## src/rtl/spi_pkg.sv

```systemverilog
// rtl/spi_pkg.sv - shared FSM state encoding and SPI mode decode for the SPI slave transceiver
package spi_pkg;

    typedef enum logic [1:0] {
        ST_IDLE   = 2'd0,
        ST_ACTIVE = 2'd1,
        ST_ERROR  = 2'd2
    } spi_state_t;

    typedef struct packed {
        logic sample_rise;
        logic launch_rise;
    } spi_edge_sel_t;

    // Leading edge is rising for cpol=0; cpha=1 moves sampling to the trailing edge.
    function automatic spi_edge_sel_t spi_mode_decode(input logic cpol, input logic cpha);
        spi_edge_sel_t sel;
        sel.sample_rise = ~(cpol ^ cpha);
        sel.launch_rise = cpol ^ cpha;
        return sel;
    endfunction

endpackage

```

## src/rtl/spi_pin_sync.sv

```systemverilog
// rtl/spi_pin_sync.sv - two-flop synchronisers plus history flop for the SPI pins
module spi_pin_sync (
    input  logic clk,
    input  logic rst,
    input  logic sck,
    input  logic cs_n,
    input  logic mosi,
    output logic sck_rise,
    output logic sck_fall,
    output logic cs_fall,
    output logic cs_rise,
    output logic mosi_s
);

    logic [2:0] sck_q;
    logic [2:0] cs_q;
    logic [1:0] mosi_q;

    // cs_n resets high so a deasserted chip select never looks like a falling edge.
    always_ff @(posedge clk) begin
        if (rst) begin
            sck_q  <= 3'b000;
            cs_q   <= 3'b111;
            mosi_q <= 2'b00;
        end else begin
            sck_q  <= {sck_q[1:0], sck};
            cs_q   <= {cs_q[1:0], cs_n};
            mosi_q <= {mosi_q[0], mosi};
        end
    end

    assign sck_rise = sck_q[1] & ~sck_q[2];
    assign sck_fall = ~sck_q[1] & sck_q[2];
    assign cs_fall  = ~cs_q[1] & cs_q[2];
    assign cs_rise  = cs_q[1] & ~cs_q[2];
    assign mosi_s   = mosi_q[1];

endmodule

```

## src/rtl/spi_slave_xcvr_param.sv

```systemverilog
// rtl/spi_slave_xcvr_param.sv - parametrised SPI slave with runtime mode, TX holding buffer and error reporting
module spi_slave_xcvr_param
    import spi_pkg::*;
#(
    parameter int                    DATA_WIDTH     = 16,
    parameter bit                    MSB_FIRST      = 1'b1,
    parameter int                    TIMEOUT_CYCLES = 2400,
    parameter logic [DATA_WIDTH-1:0] TX_IDLE        = '0
) (
    input  logic                  clk,
    input  logic                  rst,
    input  logic                  spi_sck,
    input  logic                  spi_cs_n,
    input  logic                  spi_mosi,
    output logic                  spi_miso,
    output logic                  spi_miso_oe,
    input  logic                  cpol,
    input  logic                  cpha,
    input  logic [DATA_WIDTH-1:0] tx_data,
    input  logic                  tx_valid,
    output logic                  tx_ready,
    output logic [DATA_WIDTH-1:0] rx_data,
    output logic                  rx_valid,
    output logic                  tx_underrun,
    output logic                  frame_abort,
    output logic                  spi_clk_error,
    output logic                  busy
);

    localparam int              CW       = $clog2(DATA_WIDTH);
    localparam int              TW       = $clog2(TIMEOUT_CYCLES);
    localparam logic [CW-1:0]   LAST_BIT = CW'(DATA_WIDTH - 1);
    localparam logic [TW-1:0]   TO_LAST  = TW'(TIMEOUT_CYCLES - 1);

    spi_state_t            state, state_next;
    spi_edge_sel_t         edge_sel;
    logic                  sck_rise, sck_fall, cs_fall, cs_rise, mosi_s;
    logic                  cpol_q, cpha_q;
    logic [CW-1:0]         bit_cnt;
    logic [TW-1:0]         to_cnt;
    logic [DATA_WIDTH-1:0] rx_shift, tx_shift, hold_data;
    logic [DATA_WIDTH-1:0] rx_next, tx_next;
    logic                  hold_full, load_pend, rx_pend;
    logic                  active, sample_evt, launch_evt, load_evt, timeout_hit, hold_wr;

    spi_pin_sync u_sync (
        .clk      (clk),
        .rst      (rst),
        .sck      (spi_sck),
        .cs_n     (spi_cs_n),
        .mosi     (spi_mosi),
        .sck_rise (sck_rise),
        .sck_fall (sck_fall),
        .cs_fall  (cs_fall),
        .cs_rise  (cs_rise),
        .mosi_s   (mosi_s)
    );

    always_ff @(posedge clk) begin
        if (rst) state <= ST_IDLE;
        else     state <= state_next;
    end

    // A CS release takes priority over any SCK edge or timeout seen in the same cycle.
    always_comb begin
        edge_sel    = spi_mode_decode(cpol_q, cpha_q);
        active      = (state == ST_ACTIVE) && !cs_rise;
        sample_evt  = active && (edge_sel.sample_rise ? sck_rise : sck_fall);
        launch_evt  = active && (edge_sel.launch_rise ? sck_rise : sck_fall);
        timeout_hit = active && !sck_rise && !sck_fall && (to_cnt == TO_LAST);
        load_evt    = ((state == ST_IDLE) && cs_fall && !cpha) || (launch_evt && load_pend);
        hold_wr     = tx_valid && !hold_full;
        rx_next     = MSB_FIRST ? {rx_shift[DATA_WIDTH-2:0], mosi_s}
                                : {mosi_s, rx_shift[DATA_WIDTH-1:1]};
        tx_next     = MSB_FIRST ? {tx_shift[DATA_WIDTH-2:0], 1'b0}
                                : {1'b0, tx_shift[DATA_WIDTH-1:1]};
        state_next  = state;
        case (state)
            ST_IDLE:   if (cs_fall) state_next = ST_ACTIVE;
            ST_ACTIVE: begin
                if (cs_rise)          state_next = ST_IDLE;
                else if (timeout_hit) state_next = ST_ERROR;
            end
            ST_ERROR:  if (cs_rise) state_next = ST_IDLE;
            default:   state_next = ST_IDLE;
        endcase
    end

    always_ff @(posedge clk) begin
        if (rst) begin
            cpol_q        <= 1'b0;
            cpha_q        <= 1'b0;
            bit_cnt       <= '0;
            to_cnt        <= '0;
            rx_shift      <= '0;
            tx_shift      <= '0;
            hold_data     <= '0;
            hold_full     <= 1'b0;
            load_pend     <= 1'b0;
            rx_pend       <= 1'b0;
            rx_data       <= '0;
            rx_valid      <= 1'b0;
            tx_underrun   <= 1'b0;
            frame_abort   <= 1'b0;
            spi_clk_error <= 1'b0;
        end else begin
            rx_valid      <= rx_pend;
            rx_pend       <= 1'b0;
            tx_underrun   <= 1'b0;
            frame_abort   <= 1'b0;
            spi_clk_error <= timeout_hit;
            if (rx_pend) rx_data <= rx_shift;

            if ((state == ST_IDLE) && cs_fall) begin
                cpol_q    <= cpol;
                cpha_q    <= cpha;
                bit_cnt   <= '0;
                load_pend <= cpha;
            end

            // The final sample of a word arms a load on the next launch edge.
            if (sample_evt) begin
                rx_shift <= rx_next;
                if (bit_cnt == LAST_BIT) begin
                    bit_cnt   <= '0;
                    rx_pend   <= 1'b1;
                    load_pend <= 1'b1;
                end else begin
                    bit_cnt <= bit_cnt + 1'b1;
                end
            end

            if (launch_evt) begin
                if (load_pend) load_pend <= 1'b0;
                else           tx_shift  <= tx_next;
            end

            if (load_evt) begin
                if (hold_full) begin
                    tx_shift  <= hold_data;
                    hold_full <= 1'b0;
                end else begin
                    tx_shift    <= TX_IDLE;
                    tx_underrun <= 1'b1;
                end
            end

            if (hold_wr) begin
                hold_data <= tx_data;
                hold_full <= 1'b1;
            end

            if ((state == ST_ACTIVE) && cs_rise) begin
                frame_abort <= (bit_cnt != '0);
                bit_cnt     <= '0;
            end
            if (timeout_hit) bit_cnt <= '0;

            if ((state != ST_ACTIVE) || sck_rise || sck_fall) to_cnt <= '0;
            else                                              to_cnt <= to_cnt + 1'b1;
        end
    end

    assign spi_miso    = MSB_FIRST ? tx_shift[DATA_WIDTH-1] : tx_shift[0];
    assign spi_miso_oe = (state == ST_ACTIVE);
    assign tx_ready    = !hold_full;
    assign busy        = (state != ST_IDLE);

endmodule

```

## config.mk

```make
export PLATFORM = sky130hd
export DESIGN_NAME = spi_slave_xcvr_param
export DESIGN_NICKNAME = d
export VERILOG_FILES = /design/src/rtl/spi_pkg.sv /design/src/rtl/spi_pin_sync.sv /design/src/rtl/spi_slave_xcvr_param.sv
export SDC_FILE = /design/constraint.sdc
export NUM_CORES = 1
export LEC_CHECK = 0
export CORE_UTILIZATION = 45
export DETAILED_ROUTE_END_ITERATION = 7
export GPL_TIMING_DRIVEN = 1
export PLACE_DENSITY_LB_ADDON = 0.3
export REMOVE_ABC_BUFFERS = 1
export SYNTH_ARGS = -nofsm -noshare
export SYNTH_HDL_FRONTEND = slang
export SYNTH_SLANG_ARGS = --single-unit
```

## constraint.sdc

```tcl
create_clock -name clk -period 3.8 [get_ports clk]
set_clock_uncertainty 0.1 [all_clocks]
set_input_delay 0.38 -clock clk [delete_from_list [all_inputs] [get_ports clk]]
set_output_delay 0.38 -clock clk [all_outputs]
set_load 0.1 [all_outputs]
```

==> results of run 1 <==
## cells in the mapped netlist, drive strengths merged, types with 2 or more instances
master and instances:
clkbuf 24, nor2 49, nor3 3, nand2 38
xor2 6, ha 3, or4 3, o221a 15
o211ai 4, and4 2, and2 17, xnor2 5
nand4 5, a31oi 17, nor2b 9, nand2b 4
buf 10, a21oi 38, mux2i 21, o21ai 20
dfxtp 99, mux2 2, or2 5, nand3 24
inv 7, nor3b 2
## through the flow
step                hold slack, ns  area, µm²  setup slack [ns]    util  power, mW
floorplan                   0.2895       3859            0.1236       -      1.192
finish                      0.3309       4727             1.014  0.5447      1.986
global route                0.3623       4727            0.9634  0.5447      2.061
CTS                         0.3273       4727             1.001  0.5447      2.007
detailed placement          0.3108       4502             1.351  0.5187      1.262
global placement            0.3099       4502             1.424  0.5187      1.259
## worst reg2reg max path: cells and delay by family, from the launching register on
family	cells	cell delay (ns)
AOI/OAI and AO/OA	2	1.08
and+or+nand+nor	2	0.90
DFF	1	0.35
## path summary, 6_finish.rpt
check,endpoint,depth (start not counted)
worst max register to register,tx_shift[15],4
worst min-delay path,u_sync.cs_q[1],1
worst min register to register,u_sync.cs_q[1],1
worst max-delay path,spi_miso_oe,2
## cell type report
| class | count | share of cell area |
|---|---|---|
| timing repair buffer | 51 | 0.1075 |
| tap | 108 | 0.02859 |
| multi-input combinational | 304 | 0.3915 |
| clock buffer | 10 | 0.02912 |
| clock inverter | 6 | 0.01853 |
| sequential | 99 | 0.4193 |
| inverter | 7 | 0.005559 |
## report_power, final
| group | leakage (nW) | total (mW) | switching [mW] | internal (mW) |
|---|---|---|---|---|
| clock network | 0.117 | 0.749 | 0.358 | 0.390 |
| registers | 0.803 | 1.08 | 0.0183 | 1.06 |
| logic | 0.699 | 0.158 | 0.0959 | 0.0621 |
## cells by family (layout without fill, tap and decap cells)
group / count (synthesis) / after routing / synth area share
xor gates and xnor gates: 11 / 11 / 0.02399
muxes: 23 / 23 / 0.05794
and+or+nand+nor: 166 / 166 / 0.2006
AOI/OAI and AO/OA: 101 / 101 / 0.1688
adders and majority gates: 3 / 3 / 0.009347
DFF: 99 / 99 / 0.4935
buffers and inverters: 41 / 74 / 0.04580
## registers in the layout (all words and copies together) (netlist names)
| signal | count |
|---|---|
| u_sync.cs_q | 3 |
| frame_abort | 1 |
| hold_data | 16 |
| u_sync.mosi_q | 2 |
| tx_underrun | 1 |
| to_cnt | 12 |
| u_sync.sck_q | 3 |
| spi_clk_error | 1 |
| cpha_q | 1 |
| rx_valid | 1 |
| hold_full | 1 |
| rx_shift | 16 |
| load_pend | 1 |
| rx_data | 16 |
| cpol_q | 1 |
| tx_shift | 16 |
| state | 2 |
| rx_pend | 1 |
| bit_cnt | 4 |
## per-layer routing
| layer | routed length (µm) | vias to the layer above | track usage | share of wire |
|---|---|---|---|---|
| li1 | - | 1610 | - | - |
| met1 | 3752 | 1460 | 0.2202 | 0.49 |
| met2 | 3615 | 55 | 0.2911 | 0.47 |
| met3 | 276 | 6 | 0.03130 | 0.036 |
| met4 | 78 | 0 | 0.08824 | 0.010 |
| met5 | 0 | - | 0 | 0 |
==> summary.md, run 1 <==
| Metric | Value |
|---|---|
| Critical Path End Type | output pin |
| DRT antenna net count | 0 |
| Die Area | 9307 µm² |
| Achievable Freq | 358.9 MHz |
| Buffer depth of the longest clock path | 2 |
| HPWL reported at the end of detailed placement | 4947 µm |
| Biggest area contributors in the synthesized netlist | sky130_fd_sc_hd__dfxtp_1 (49%), sky130_fd_sc_hd__mux2i_1 (5.2%), sky130_fd_sc_hd__a21oi_1 (4.7%) |
| Total leakage power | 1.618 nW |
| Maximum ir drop on the vdd rail | 0.1847 mV |
| Total power per unit cell area | 420.2 nW/µm² |
| Total length of routed wires | 7722 µm |
| Hold wc startpoint | u_sync.cs_q[0] |
| Start point of the critical path | state[0] |
| Clock latency on the worst-skew pair | 0.36 ns |
| Number of antenna violations at the first check in global routing | 0 |
| Post-CTS Setup Repair Bufs | 0 |
| Total number of yosys warnings | 0 |
| Ys flop type | sky130_fd_sc_hd__dfxtp_1 |
| I/O pin total | 48 |
| Share of synthesized registers carrying an async set or reset | 0 |
| Tcrit/Tclk final | 0.7332 |
| Area share of the leading cell type in the synthesized netlist | 0.4935 |
| Weighted congestion at the end of routability-driven global placement | 0.8048 |
| TritonCTS clock tree | yes |
| EDFF count, synth | 0 |
| Hold Crit Class | reg -> reg |
| Total clock buffers created by CTS | 9 |
| Worst slew margin relative to its limit | 0.3311 |
| CP Max Fanout | 7 |
| Result of the run | finished clean |
| Height of the die | 96.48 µm |
| Req. time, crit path | 3.32 ns |
| Cells after DPL | 569 |
| Number of nets in the final layout | 499 |
| Commonest cells after routing, fill and taps aside | sky130_fd_sc_hd__dfxtp_1 (99), sky130_fd_sc_hd__nor2_1 (49), sky130_fd_sc_hd__clkdlybuf4s50_1 (46), sky130_fd_sc_hd__nand2_1 (38), sky130_fd_sc_hd__a21oi_1 (38) |
| Transition time at the pin with the least slew margin | 1.001 ns |
| Critical path cell sequence | nor2b_1 > clkdlybuf4s50_1 |
| Total count of hold-check failures in the final report | 0 |
| Count of pins over their slew limit | 0 |
| Largest net degree at the start of global routing | 60 |
| Clock-pin transition on the worst setup and hold timing paths | 0.09 ns |
| Via-to-Cell Ratio | 5.352 |
| First DRT Iteration DRCs | 127 |
| Total via count in the routed design | 3,131 |
| CP top delay family | buffers and inverters |
| Data arrival time at the worst-slack endpoint | 2.31 ns |
| DIE WIDTH | 96.48 µm |
| Sequential Area | 1982 µm² |
| Reg-to-reg setup timing slack | 1.33 ns |
| Layout overhead on the synthesized area | 17.69% |
| Standard-cell row count | 34 |
| Leading area contributor after synthesis | sky130_fd_sc_hd__dfxtp_1 |
| Setup TNS Final | 0 ns |
| Cell at the slowest stage of the critical path | sky130_fd_sc_hd__clkdlybuf4s50_1 |
| First-pass GRT wire length | 12,910 µm |
| Area of combinational cells with multiple inputs | 1851 µm² |
| Syn Area/Cell | 9.046 µm² |
| Initial Util | 0.4628 |
| Post-CTS Hold Buffers | 0 |
| Cell area after technology mapping | 4016 µm² |
| Library cell used as clock root buffer | sky130_fd_sc_hd__clkbuf_8 |
| Startpoint class of the critical path | flop |
| Count of buffers inserted at the top-level ports | 47 |
| Commonest non-fill, non-tap cell in the layout | sky130_fd_sc_hd__dfxtp_1 |
| Inserted Diodes | 0 |
| Distinct cell type count after synthesis | 42 |
| Share of final-layout standard cells stronger than drive strength 1 | 0.09434 |
| DRC violation count after routing | 0 |
| WL per Instance | 13.20 µm |
| RSZ-0062 raised after global routing | no |
| Sum of overflow across all layers after global routing | 0 |
| Number of standard cells after synthesis | 444 |
| Via count of the first global-routing pass | 2,892 |
| Global routing usage summed across all routing layers | 0.1762 |
| Placeable Area | 8678 µm² |
| Detailed Routing Iterations Pass 1 | 6 |
| Worst reg2reg path startpoint | state[0] |
| Cells resized by post-CTS repair | 0 |
| Buf+Inv Stages, Crit Path | 1 |
| Critical setup path kind | reg -> out |
| Max stage delay on crit path | 1.22 ns |
| Register area share after synthesis | 0.4935 |
| Filler cells | 831 |
| Count of endpoints failing setup in the final report | 0 |
| Max Cap Viol | 0 |
| Final critical delay including setup and external delays | 2.786 ns |
| Clock net sink count | 99 |
| Deepest level of the CTS H-tree | 3 |
| Post-synthesis register bit count | 99 |
| Non-filler instance count after layout | 585 |
No activity file was read; power rests on OpenSTA's default activity.
==> inputs of run 2 (changes only) <==
==> constraint.sdc (replaced) <==
create_clock -name clk -period 2.5 [get_ports clk]
set_clock_uncertainty 0.1 [all_clocks]
set_input_delay 0.25 -clock clk [delete_from_list [all_inputs] [get_ports clk]]
set_output_delay 0.25 -clock clk [all_outputs]
set_load 0.1 [all_outputs]
==> summary.md, run 2 (synthesized netlist as in run 1, its figures left out) <==
| Metric | Value |
|---|---|
| Tcrit/Tclk final | 0.8333 |
| Area of combinational cells with multiple inputs | 1851 µm² (unchanged) |
| Standard-cell row count | 34 (unchanged) |
| Cells resized by post-CTS repair | 0 (unchanged) |
| Via count of the first global-routing pass | 2,972 (was 2,892) |
| Max stage delay on crit path | 0.45 ns (was 1.22 ns) |
| Library cell used as clock root buffer | sky130_fd_sc_hd__clkbuf_8 (unchanged) |
| Terminus of the critical flop-to-flop path | tx_shift[15] (unchanged) |
| Buf+Inv Stages, Crit Path | 0 (was 1) |
| Power share of the sequential group | 0.561 (was 0.544) |
| Total via count in the routed design | 3,186 (was 3,131) |
| First DRT Iteration DRCs | 76 (was 127) |
| DRT antenna net count | 0 (unchanged) |
| Start point of the critical path | cpol_q (was state[0]) |
| Filler cells | 802 (was 831) |
| I/O pin total | 48 (unchanged) |
| Critical Path End Type | flop (was output pin) |
| Initial Util | 0.4628 (unchanged) |
| Transition time at the pin with the least slew margin | 0.7046 ns (was 1.001 ns) |
| Max Cap Viol | 0 (unchanged) |
| Worst slew margin relative to its limit | 0.5303 (was 0.3311) |
| Cell at the slowest stage of the critical path | sky130_fd_sc_hd__o22a_1 (was sky130_fd_sc_hd__clkdlybuf4s50_1) |
| Clock group share of total power | 0.353 (was 0.377) |
| Total length of routed wires | 7792 µm (was 7722 µm) |
| Deepest level of the CTS H-tree | 3 (unchanged) |
| WL per Instance | 13.14 µm (was 13.20 µm) |
| First-pass GRT wire length | 13,000 µm (was 12,910 µm) |
| RSZ-0062 raised after global routing | no (unchanged) |
| Power share of the combinational group | 0.086 (was 0.080) |
| CP Max Fanout | 18 (was 7) |
| Achievable Freq | 480.0 MHz |
| Worst R2R Path Depth | 4 (unchanged) |
| Commonest non-fill, non-tap cell in the layout | sky130_fd_sc_hd__dfxtp_1 (unchanged) |
| DIE WIDTH | 96.48 µm (unchanged) |
| Maximum ir drop on the vdd rail | 0.3011 mV (was 0.1847 mV) |
| Sum of overflow across all layers after global routing | 0 (unchanged) |
| Data arrival time at the worst-slack endpoint | 2.25 ns (was 2.31 ns) |
| Reg-to-reg setup timing slack | 0.42 ns (was 1.33 ns) |
| Post-Route Utilization | 0.5420 (was 0.5447) |
| Critical setup path kind | reg -> reg (was reg -> out) |
| Detailed Routing Iterations Pass 1 | 6 (unchanged) |
| Clock latency on the worst-skew pair | 0.36 ns (about the same) |
| Weighted congestion at the end of routability-driven global placement | 0.7838 (was 0.8048) |
| Cell-internal power | 2.182 mW (was 1.514 mW) |
| Global routing usage summed across all routing layers | 0.1777 (was 0.1762) |
| Number of nets in the final layout | 507 (was 499) |
| Clock-pin transition on the worst setup and hold timing paths | 0.10 ns (was 0.09 ns) |
| Count of endpoints failing setup in the final report | 0 (unchanged) |
| Inserted Diodes | 0 (unchanged) |
| CP top delay family | compound AO/OA/AOI/OAI gates (was buffers and inverters) |
| Req. time, crit path | 2.66 ns (was 3.32 ns) |
| Worst reg2reg path startpoint | cpol_q (was state[0]) |
| Count of buffers inserted at the top-level ports | 47 (unchanged) |
| Layout overhead on the synthesized area | 17.10% (was 17.69%) |
| Critical path cell sequence | xor2_1 > mux2_2 > o22a_1 > o221a_2 (was nor2b_1 > clkdlybuf4s50_1) |
| Final critical delay including setup and external delays | 2.083 ns |
| Largest net degree at the start of global routing | 37 (was 60) |
| Non-filler instance count after layout | 593 (was 585) |
| Total clock buffers created by CTS | 9 (unchanged) |
| Min setup slack post-route | 0.4166 ns (was 1.014 ns) |
| Via-to-Cell Ratio | 5.373 (was 5.352) |
| Commonest cells after routing, fill and taps aside | sky130_fd_sc_hd__dfxtp_1 (99), sky130_fd_sc_hd__nor2_1 (49), sky130_fd_sc_hd__nand2_1 (38), sky130_fd_sc_hd__a21oi_1 (38), sky130_fd_sc_hd__buf_4 (35) (was sky130_fd_sc_hd__dfxtp_1 (99), sky130_fd_sc_hd__nor2_1 (49), sky130_fd_sc_hd__clkdlybuf4s50_1 (46), sky130_fd_sc_hd__nand2_1 (38), sky130_fd_sc_hd__a21oi_1 (38)) |
| HPWL reported at the end of detailed placement | 5261 µm (was 4947 µm) |
| Switching fraction of total power | 0.2520 (was 0.2379) |
| Post-CTS Hold Buffers | 0 (unchanged) |
| Destination of the critical timing path | tx_shift[15] (was spi_miso_oe) |
| Number of antenna violations at the first check in global routing | 0 (unchanged) |
| Post-Place Worst Slack | 0.4126 ns (was 1.351 ns) |
| Sequential Area | 1982 µm² (unchanged) |
| Post-CTS Setup Repair Bufs | 0 (unchanged) |
| DRC violation count after routing | 0 (unchanged) |
| Share of final-layout standard cells stronger than drive strength 1 | 0.1588 (was 0.09434) |
| Total count of hold-check failures in the final report | 0 (unchanged) |
| Die Area | 9307 µm² (unchanged) |
| Clock net sink count | 99 (unchanged) |
| Hold Crit Class | in -> reg (was reg -> reg) |
| Height of the die | 96.48 µm (unchanged) |
| Switching power total | 735.4 µW (was 472.6 µW) |
| TritonCTS clock tree | yes (unchanged) |
| Buffer depth of the longest clock path | 2 (unchanged) |
| Total power per unit cell area | 620.4 nW/µm² (was 420.2 nW/µm²) |
| Count of pins over their slew limit | 0 (unchanged) |
| Logic depth of the worst path, buffers included | 4 (was 2) |
| Total leakage power | 1.688 nW (was 1.618 nW) |
| Result of the run | finished clean (unchanged) |
| Startpoint class of the critical path | flop (unchanged) |
| Cells after DPL | 577 (was 569) |
| Setup TNS Final | 0 ns (unchanged) |
| Placeable Area | 8678 µm² (unchanged) |
-- run 2: worst register-to-register path: cells and delay by family (launching register included) --
| kind | cells | cell delay (ns) |
|---|---|---|
| DFF | 1 | 0.39 |
| AOI/OAI and AO/OA | 2 | 0.84 |
| muxes | 1 | 0.40 |
| xor gates and xnor gates | 1 | 0.26 |
-- run 2: power by group through the flow --
stage / registers (mW) / clock network (mW) / logic [mW]
floorplan: 1.68 / 0 / 0.137
global placement: 1.67 / 0 / 0.247
detailed placement: 1.68 / 0 / 0.251
CTS: 1.64 / 1.06 / 0.252
global route: 1.65 / 1.12 / 0.275
finish: 1.64 / 1.03 / 0.250
-- run 2: area by class of cell --
class                      instances  area share
timing repair buffer              59      0.1080
clock inverter                     7     0.01649
clock buffer                       9     0.02634
multi-input combinational        304      0.3935
inverter                           7    0.005587
tap                              108     0.02873
sequential                        99      0.4214
-- run 2: per-stage QoR --
stage / hold WS (ns) / total power [mW] / instance area (µm²)
after floorplan: 0.2191 / 1.812 / 3859
after global placement: 0.2968 / 1.920 / 4502
after detailed placement: 0.3009 / 1.926 / 4502
after CTS: 0.1940 / 2.950 / 4703
after global routing: 0.2096 / 3.042 / 4703
final: 0.1966 / 2.918 / 4703
-- run 2: worst min-delay path by stage --
stage          cells after the start           start  slack, ns        endpoint
2_1_floorplan                      1             rst       0.22    hold_data[0]
3_3_place_gp                       1  u_sync.cs_q[0]       0.30  u_sync.cs_q[1]
3_5_place_dp                       1  u_sync.cs_q[0]       0.30  u_sync.cs_q[1]
4_1_cts                            2             rst       0.19      rx_data[5]
5_1_grt                            2             rst       0.21      rx_data[6]
6_report                           2             rst       0.20      rx_data[5]
-- run 2: routing by layer --
layer  vias to the layer above  wire, µm  global-route usage
met5                         -         0                   0
met4                         0       112             0.05392
met3                        12       274             0.04695
met2                        56      3824              0.3210
met1                      1497      3581              0.2038
li1                       1621         -                   -
